`config.mk`:
```
export PLATFORM = sky130hd
export DESIGN_NAME = dds_sine_gen
export DESIGN_NICKNAME = d
export VERILOG_FILES = /design/src/rtl/dds_pkg.sv /design/src/rtl/sine_quarter_rom.sv /design/src/rtl/dds_sine_gen.sv
export SDC_FILE = /design/constraint.sdc
export NUM_CORES = 1
export LEC_CHECK = 0
export CAP_MARGIN = 20
export CORE_MARGIN = 1
export CORE_UTILIZATION = 40
export DETAILED_ROUTE_END_ITERATION = 8
export GPL_ROUTABILITY_DRIVEN = 0
export PLACE_DENSITY = 0.71
export SYNTH_ARGS = -nofsm -noshare
export SYNTH_HDL_FRONTEND = slang
export SYNTH_SLANG_ARGS = --single-unit
```
`constraint.sdc`:
```
create_clock -name clk -period 2.41 [get_ports clk]
set_input_delay 0.3615 -clock clk [delete_from_list [all_inputs] [get_ports clk]]
set_output_delay 0.3615 -clock clk [all_outputs]
set_load 0.02 [all_outputs]
```
`src/rtl/dds_pkg.sv`:
```
// Shared defaults, quadrant encoding and the quarter-wave table generator for the DDS sine generator.
package dds_pkg;

    localparam int PHASE_W_DEF   = 16;
    localparam int LUT_AW_DEF    = 6;
    localparam int DATA_W_DEF    = 8;
    localparam int AMP_W_DEF     = 8;
    localparam int FTW_RESET_DEF = 1024;

    typedef enum logic [1:0] {
        QUAD_0 = 2'd0,
        QUAD_1 = 2'd1,
        QUAD_2 = 2'd2,
        QUAD_3 = 2'd3
    } quadrant_t;

    // Elaboration-time only: round(full_scale * sin(2*pi*(idx+0.5)/(4N))) via a Taylor series,
    // so table contents do not depend on tool support for $sin.
    function automatic int sine_rom_value(input int idx, input int lut_aw, input int data_w);
        real x;
        real term;
        real sum;
        real full_scale;
        x = 2.0 * 3.141592653589793 * (real'(idx) + 0.5) / (4.0 * real'(1 << lut_aw));
        sum  = x;
        term = x;
        for (int k = 1; k < 12; k++) begin
            term = -term * x * x / real'((2 * k) * (2 * k + 1));
            sum  = sum + term;
        end
        full_scale = real'((1 << (data_w - 1)) - 1);
        return $rtoi(sum * full_scale + 0.5);
    endfunction

endpackage

```
`src/rtl/sine_quarter_rom.sv`:
```
// Registered quarter-wave sine magnitude table, 2^LUT_AW entries of DATA_W-1 unsigned bits.
module sine_quarter_rom
    import dds_pkg::*;
#(
    parameter int LUT_AW = LUT_AW_DEF,
    parameter int DATA_W = DATA_W_DEF
) (
    input  logic              clk,
    input  logic              rst,
    input  logic [LUT_AW-1:0] addr,
    output logic [DATA_W-2:0] mag
);

    localparam int N = 1 << LUT_AW;

    logic [DATA_W-2:0] table_w [N];

    for (genvar i = 0; i < N; i++) begin : g_entry
        localparam int VAL = sine_rom_value(i, LUT_AW, DATA_W);
        assign table_w[i] = VAL[DATA_W-2:0];
    end

    always_ff @(posedge clk or posedge rst) begin
        if (rst) begin
            mag <= '0;
        end else begin
            mag <= table_w[addr];
        end
    end

endmodule

```
`src/rtl/dds_sine_gen.sv`:
```
// Phase-accumulator sine generator: accumulate/address, ROM, sign/scale stages.
// Optional amplitude scaling on the output stage is enabled by defining DDS_AMP_SCALE_EN.
module dds_sine_gen
    import dds_pkg::*;
#(
    parameter int PHASE_W   = PHASE_W_DEF,
    parameter int LUT_AW    = LUT_AW_DEF,
    parameter int DATA_W    = DATA_W_DEF,
    parameter int AMP_W     = AMP_W_DEF,
    parameter int FTW_RESET = FTW_RESET_DEF
) (
    input  logic               clk,
    input  logic               rst,
    input  logic               en,
    input  logic               sync_clr,
    input  logic               ftw_load,
    input  logic [PHASE_W-1:0] ftw_in,
    input  logic [PHASE_W-1:0] phase_off,
    input  logic [AMP_W-1:0]   amp,
    output logic [DATA_W-1:0]  data_out,
    output logic               data_valid,
    output logic               wrap
);

    localparam int AW = LUT_AW + 2;

    logic [PHASE_W-1:0] acc;
    logic [PHASE_W-1:0] ftw;
    logic               acc_carry;
    logic [PHASE_W:0]   acc_sum;
    logic [PHASE_W-1:0] phase;

    logic               s1_valid;
    logic               s1_wrap;
    logic [AW-1:0]      s1_addr;

    quadrant_t          s1_quad;
    logic [LUT_AW-1:0]  rom_addr;
    logic [DATA_W-2:0]  rom_mag;
    logic               s2_valid;
    logic               s2_wrap;
    logic               s2_neg;

    logic signed [DATA_W-1:0] mag_s;
    logic signed [DATA_W-1:0] sample;
    logic signed [DATA_W-1:0] sample_out;

    assign acc_sum = {1'b0, acc} + {1'b0, ftw};
    assign phase   = acc + phase_off;

    // acc_carry remembers whether the accumulate that produced the current acc overflowed,
    // so the flag rides with the sample taken at that phase.
    always_ff @(posedge clk or posedge rst) begin
        if (rst) begin
            acc       <= '0;
            ftw       <= PHASE_W'(FTW_RESET);
            acc_carry <= 1'b0;
            s1_valid  <= 1'b0;
            s1_wrap   <= 1'b0;
            s1_addr   <= '0;
        end else begin
            if (ftw_load) begin
                ftw <= ftw_in;
            end
            if (sync_clr) begin
                acc       <= '0;
                acc_carry <= 1'b0;
                s1_valid  <= 1'b0;
                s1_wrap   <= 1'b0;
            end else if (en) begin
                acc       <= acc_sum[PHASE_W-1:0];
                acc_carry <= acc_sum[PHASE_W];
                s1_valid  <= 1'b1;
                s1_wrap   <= acc_carry;
                s1_addr   <= phase[PHASE_W-1 -: AW];
            end else begin
                s1_valid  <= 1'b0;
                s1_wrap   <= 1'b0;
            end
        end
    end

    always_comb begin
        s1_quad  = quadrant_t'(s1_addr[AW-1 -: 2]);
        rom_addr = s1_addr[LUT_AW-1:0];
        if (s1_quad == QUAD_1 || s1_quad == QUAD_3) begin
            rom_addr = ~s1_addr[LUT_AW-1:0];
        end
    end

    sine_quarter_rom #(
        .LUT_AW (LUT_AW),
        .DATA_W (DATA_W)
    ) u_rom (
        .clk  (clk),
        .rst  (rst),
        .addr (rom_addr),
        .mag  (rom_mag)
    );

    always_ff @(posedge clk or posedge rst) begin
        if (rst) begin
            s2_valid <= 1'b0;
            s2_wrap  <= 1'b0;
            s2_neg   <= 1'b0;
        end else begin
            s2_valid <= s1_valid;
            s2_wrap  <= s1_valid & s1_wrap;
            s2_neg   <= s1_addr[AW-1];
        end
    end

    assign mag_s  = {1'b0, rom_mag};
    assign sample = s2_neg ? -mag_s : mag_s;

`ifdef DDS_AMP_SCALE_EN
    localparam int PW = DATA_W + AMP_W + 1;

    logic signed [PW-1:0] sample_ext;
    logic signed [PW-1:0] amp_ext;
    logic signed [PW-1:0] product;
    logic signed [PW-1:0] scaled;
    logic                 unused_bits;

    assign sample_ext  = PW'(sample);
    assign amp_ext     = PW'($signed({1'b0, amp}));
    assign product     = sample_ext * amp_ext;
    assign scaled      = product >>> AMP_W;
    assign sample_out  = scaled[DATA_W-1:0];
    assign unused_bits = ^{phase[PHASE_W-AW-1:0], scaled[PW-1:DATA_W]};
`else
    logic unused_bits;

    assign sample_out  = sample;
    assign unused_bits = ^{phase[PHASE_W-AW-1:0], amp};
`endif

    always_ff @(posedge clk or posedge rst) begin
        if (rst) begin
            data_out   <= '0;
            data_valid <= 1'b0;
            wrap       <= 1'b0;
        end else begin
            if (s2_valid) begin
                data_out <= sample_out;
            end
            data_valid <= s2_valid;
            wrap       <= s2_valid & s2_wrap;
        end
    end

endmodule

```
==> reports/metrics.csv <==
stage,metric,value,unit
synthesis,syn_inst,547,
cts,clkSinkCount,63,
status,violations,DRC,
setup_path,r2r_end,acc[8],
setup_path,cp-startpoint,acc[0],
grt,grt_pass1_wl,19.8,mm
place,place_hpwl,8.59,mm
layout,area_delta_synth_final,22.2,%
setup_path,cp_slowest_cell,dfrtp_1,
grt,grt_overflow,0,
synthesis,netlist-cell-type-count,74,
setup_path,rrSetupSlack,0.11,ns
floorplanning,die_area,12500,um^2
cts,cts_buffers,9,
setup_path,worstPathArrival,2.57,ns
synthesis,synth_ff_type,dfrtp_1,
setup_path,crit_fanout,4,
pwr,power,0.00635,W
setup_path,rr_startpoint,acc[0],
synthesis,seq_area_frac_synth,0.327,
route,drt_wl_total,11.4,mm
route,drc,1,
setup_path,cp_cell_sequence,ha_1 -> inv_1 -> fa_2 -> nor2b_4 -> o31a_4 -> or2_1 -> a41oi_2 -> mux2_1 -> a21oi_2,
setup_path,start_kind,flip-flop,
timing,post-route-period-util,0.956,
setup_path,slowest_delay,0.40,ns
timing,finClkSkew,0.0119,ns
setup_path,crit_path_end_kind,flip-flop,
run,maxCapViolCount,0,
cts,cts_tree,done,
floorplanning,initial_core_util,0.417,
timing,worst_pin_slew,0.501,ns
synthesis,syn_avg_cell_area,8.82,um^2
timing,setup_viol,0,
cts,clock_path_buffers,2,
synthesis,ys_ff_latch,63,
floorplanning,die_w,112,um
timing,period_minus_slack,2.30,ns
synthesis,synth_enable_flop_cells,0,
place,dpl_worst_slack,-0.0300,ns
cts,clock_latency,0.34,ns
place,placement.io_buffers,46,
synthesis,netlist_area,4830,um^2
layout,drive_gt1_frac,0.137,
layout,diodes,0,
layout,final_common_cell,dfrtp_1,
route,routedWlPerCell,15.3,um
timing,fin_ws,0.107,ns
floorplanning,die_h,112,um
timing,drv_slew,0,
place,placed_area,5540,um^2
layout,final_cell_mix,"dfrtp_1 (62), clkdlybuf4s50_1 (46), nand2_1 (44)",
setup_path,crit_end,acc[8],
layout,nNetsFinal,682,
grt,grt_pass1_vias,4391,
cts,htree_levels,3,
grt,grt_usage,0.196,
pwr,p_leak,2.55,nW
floorplanning,core,11600,um^2
floorplanning,io_pins,55,
grt,grt_max_degree,64,
floorplanning,rows,39,
route,detail_route.iter0.violations,376,
route,vias_per_cell,5.85,
layout,fin_area,5900,um^2
setup_path,r2r_cells,9,
place,placedCellCount,731,
setup_path,crit_type,flip-flop to flip-flop,
pwr,ir_drop,0.530,mV
timing,fmax,0.434,GHz
synthesis,async_flop_share,1.00,
cts,cts-root-buf,clkbuf_16,
setup_path,required,2.67,ns
route,first_pass_iters,6,
grt,antenna_found_initial,0,
synthesis,syn_nets,630,
synthesis,yosysWarnings,0,
layout,fin_cells,747,
route,vias,4370,
route,ant_nets,0,
timing,rsz0062_at_grt,false,
timing,hold_violations,0,
timing,finalSetupTns,0,ns
layout,fill_cells,1030,
timing,max_slew_margin,0.657,
hold_path,hold_path_class,flip-flop to flip-flop,
pwr,powerDensity,1080,nW/um^2
status,outcome,finished with violations,
cts,path_clk_slew,0.05,ns
[registers in the layout, indices dropped and copies added, names as in the netlist, 7 cells and up]
signal	flops
acc	16
ftw	16
data_out	8
s1_addr	8
u_rom.mag	7
[repair_timing]
action                                 CTS  global route
setup endpoints to repair                0             3
hold buffers                             0             0
endpoints found under the hold margin    0             0
buffers inserted                         0             0
resized for setup                        0             5
[worst max-delay path: cells and delay by family, from the launching register on]
| kind | cells | cell delay, ns |
|---|---|---|
| compound gates | 3 | 0.64 |
| fa+ha+maj | 2 | 0.45 |
| buf+inv | 1 | 0.07 |
| flops | 1 | 0.40 |
| mux | 1 | 0.37 |
| simple gates | 2 | 0.30 |
[layout make-up]
cell class,instances,area (um^2),area share
Multi-Input combinational cell,428,3030,0.514
Timing Repair Buffer,73,676,0.115
Clock inverter,2,60.1,0.0102
Sequential cell,63,1580,0.267
Tap cell,143,179,0.0303
Clock buffer,14,284,0.0481
Inverter,24,90.1,0.0153
[how the worst min path moves through the flow]
stage	start	to	cells after the start
6_report	s1_valid	s2_valid	0
5_1_grt	s1_valid	s2_valid	0
3_3_place_gp	s1_valid	s2_valid	0
2_1_floorplan	s1_valid	s2_valid	0
4_1_cts	s1_valid	s2_valid	0
3_5_place_dp	s1_valid	s2_valid	0
[Yosys cell counts, types with 4 or more instances]
cell	number	share of area
a21boi_1	4	0.0062
o221ai_1	4	0.0073
nand4_1	5	0.0065
a221oi_1	4	0.0073
nor2b_1	5	0.0065
clkbuf_1	16	0.012
o21a_1	6	0.0093
buf_2	14	0.015
xnor2_1	12	0.022
mux2i_1	11	0.023
o211ai_1	6	0.0093
a21oi_1	42	0.044
xor2_1	13	0.024
o22ai_1	8	0.010
mux2_2	16	0.037
dfrtp_1	62	0.32
inv_1	20	0.016
a211oi_1	10	0.016
and3_1	8	0.010
nor3_1	9	0.0093
nand3_1	17	0.018
a31oi_1	8	0.010
o21ai_0	20	0.021
a21o_1	8	0.012
nand2_1	44	0.034
o21ai_1	21	0.022
inv_2	4	0.0031
nand2b_1	6	0.0078
ha_1	37	0.096
o31ai_1	4	0.0062
or3_1	5	0.0065
nor2_1	41	0.032
[routing by layer]
| layer | wire length [um] | part of all wire | global-route usage |
|---|---|---|---|
| met2 | 5780 | 0.51 | 0.346 |
| met3 | 691 | 0.061 | 0.0474 |
| met4 | 288 | 0.025 | 0.0892 |
| met1 | 4660 | 0.41 | 0.224 |
| met5 | 0 | 0 | 0 |
[power by group]
part           total [W]  leakage, nW  switching (W)  internal [W]
Combinational    0.00330         1.61        0.00186       0.00144
Sequential       0.00159        0.770       0.000264       0.00132
Clock            0.00146        0.169       0.000445       0.00102
[cell families (layout without fill, tap and decap cells)]
| group | count (synthesis) | in the layout | share of synthesized area |
|---|---|---|---|
| compound gates | 178 | 178 | 0.249 |
| simple gates | 159 | 159 | 0.168 |
| flops | 63 | 63 | 0.327 |
| buf+inv | 56 | 113 | 0.0487 |
| fa+ha+maj | 38 | 38 | 0.100 |
| mux | 28 | 28 | 0.0625 |
| xor+xnor | 25 | 25 | 0.0454 |
[metrics by stage]
step / util / hold slack (ns)
finish: 0.510 / 0.370
global route: 0.510 / 0.382
CTS: 0.508 / 0.373
detailed placement: 0.479 / 0.359
global placement: 0.479 / 0.355
floorplan: - / 0.347
Power figures use the tool's default switching activity.
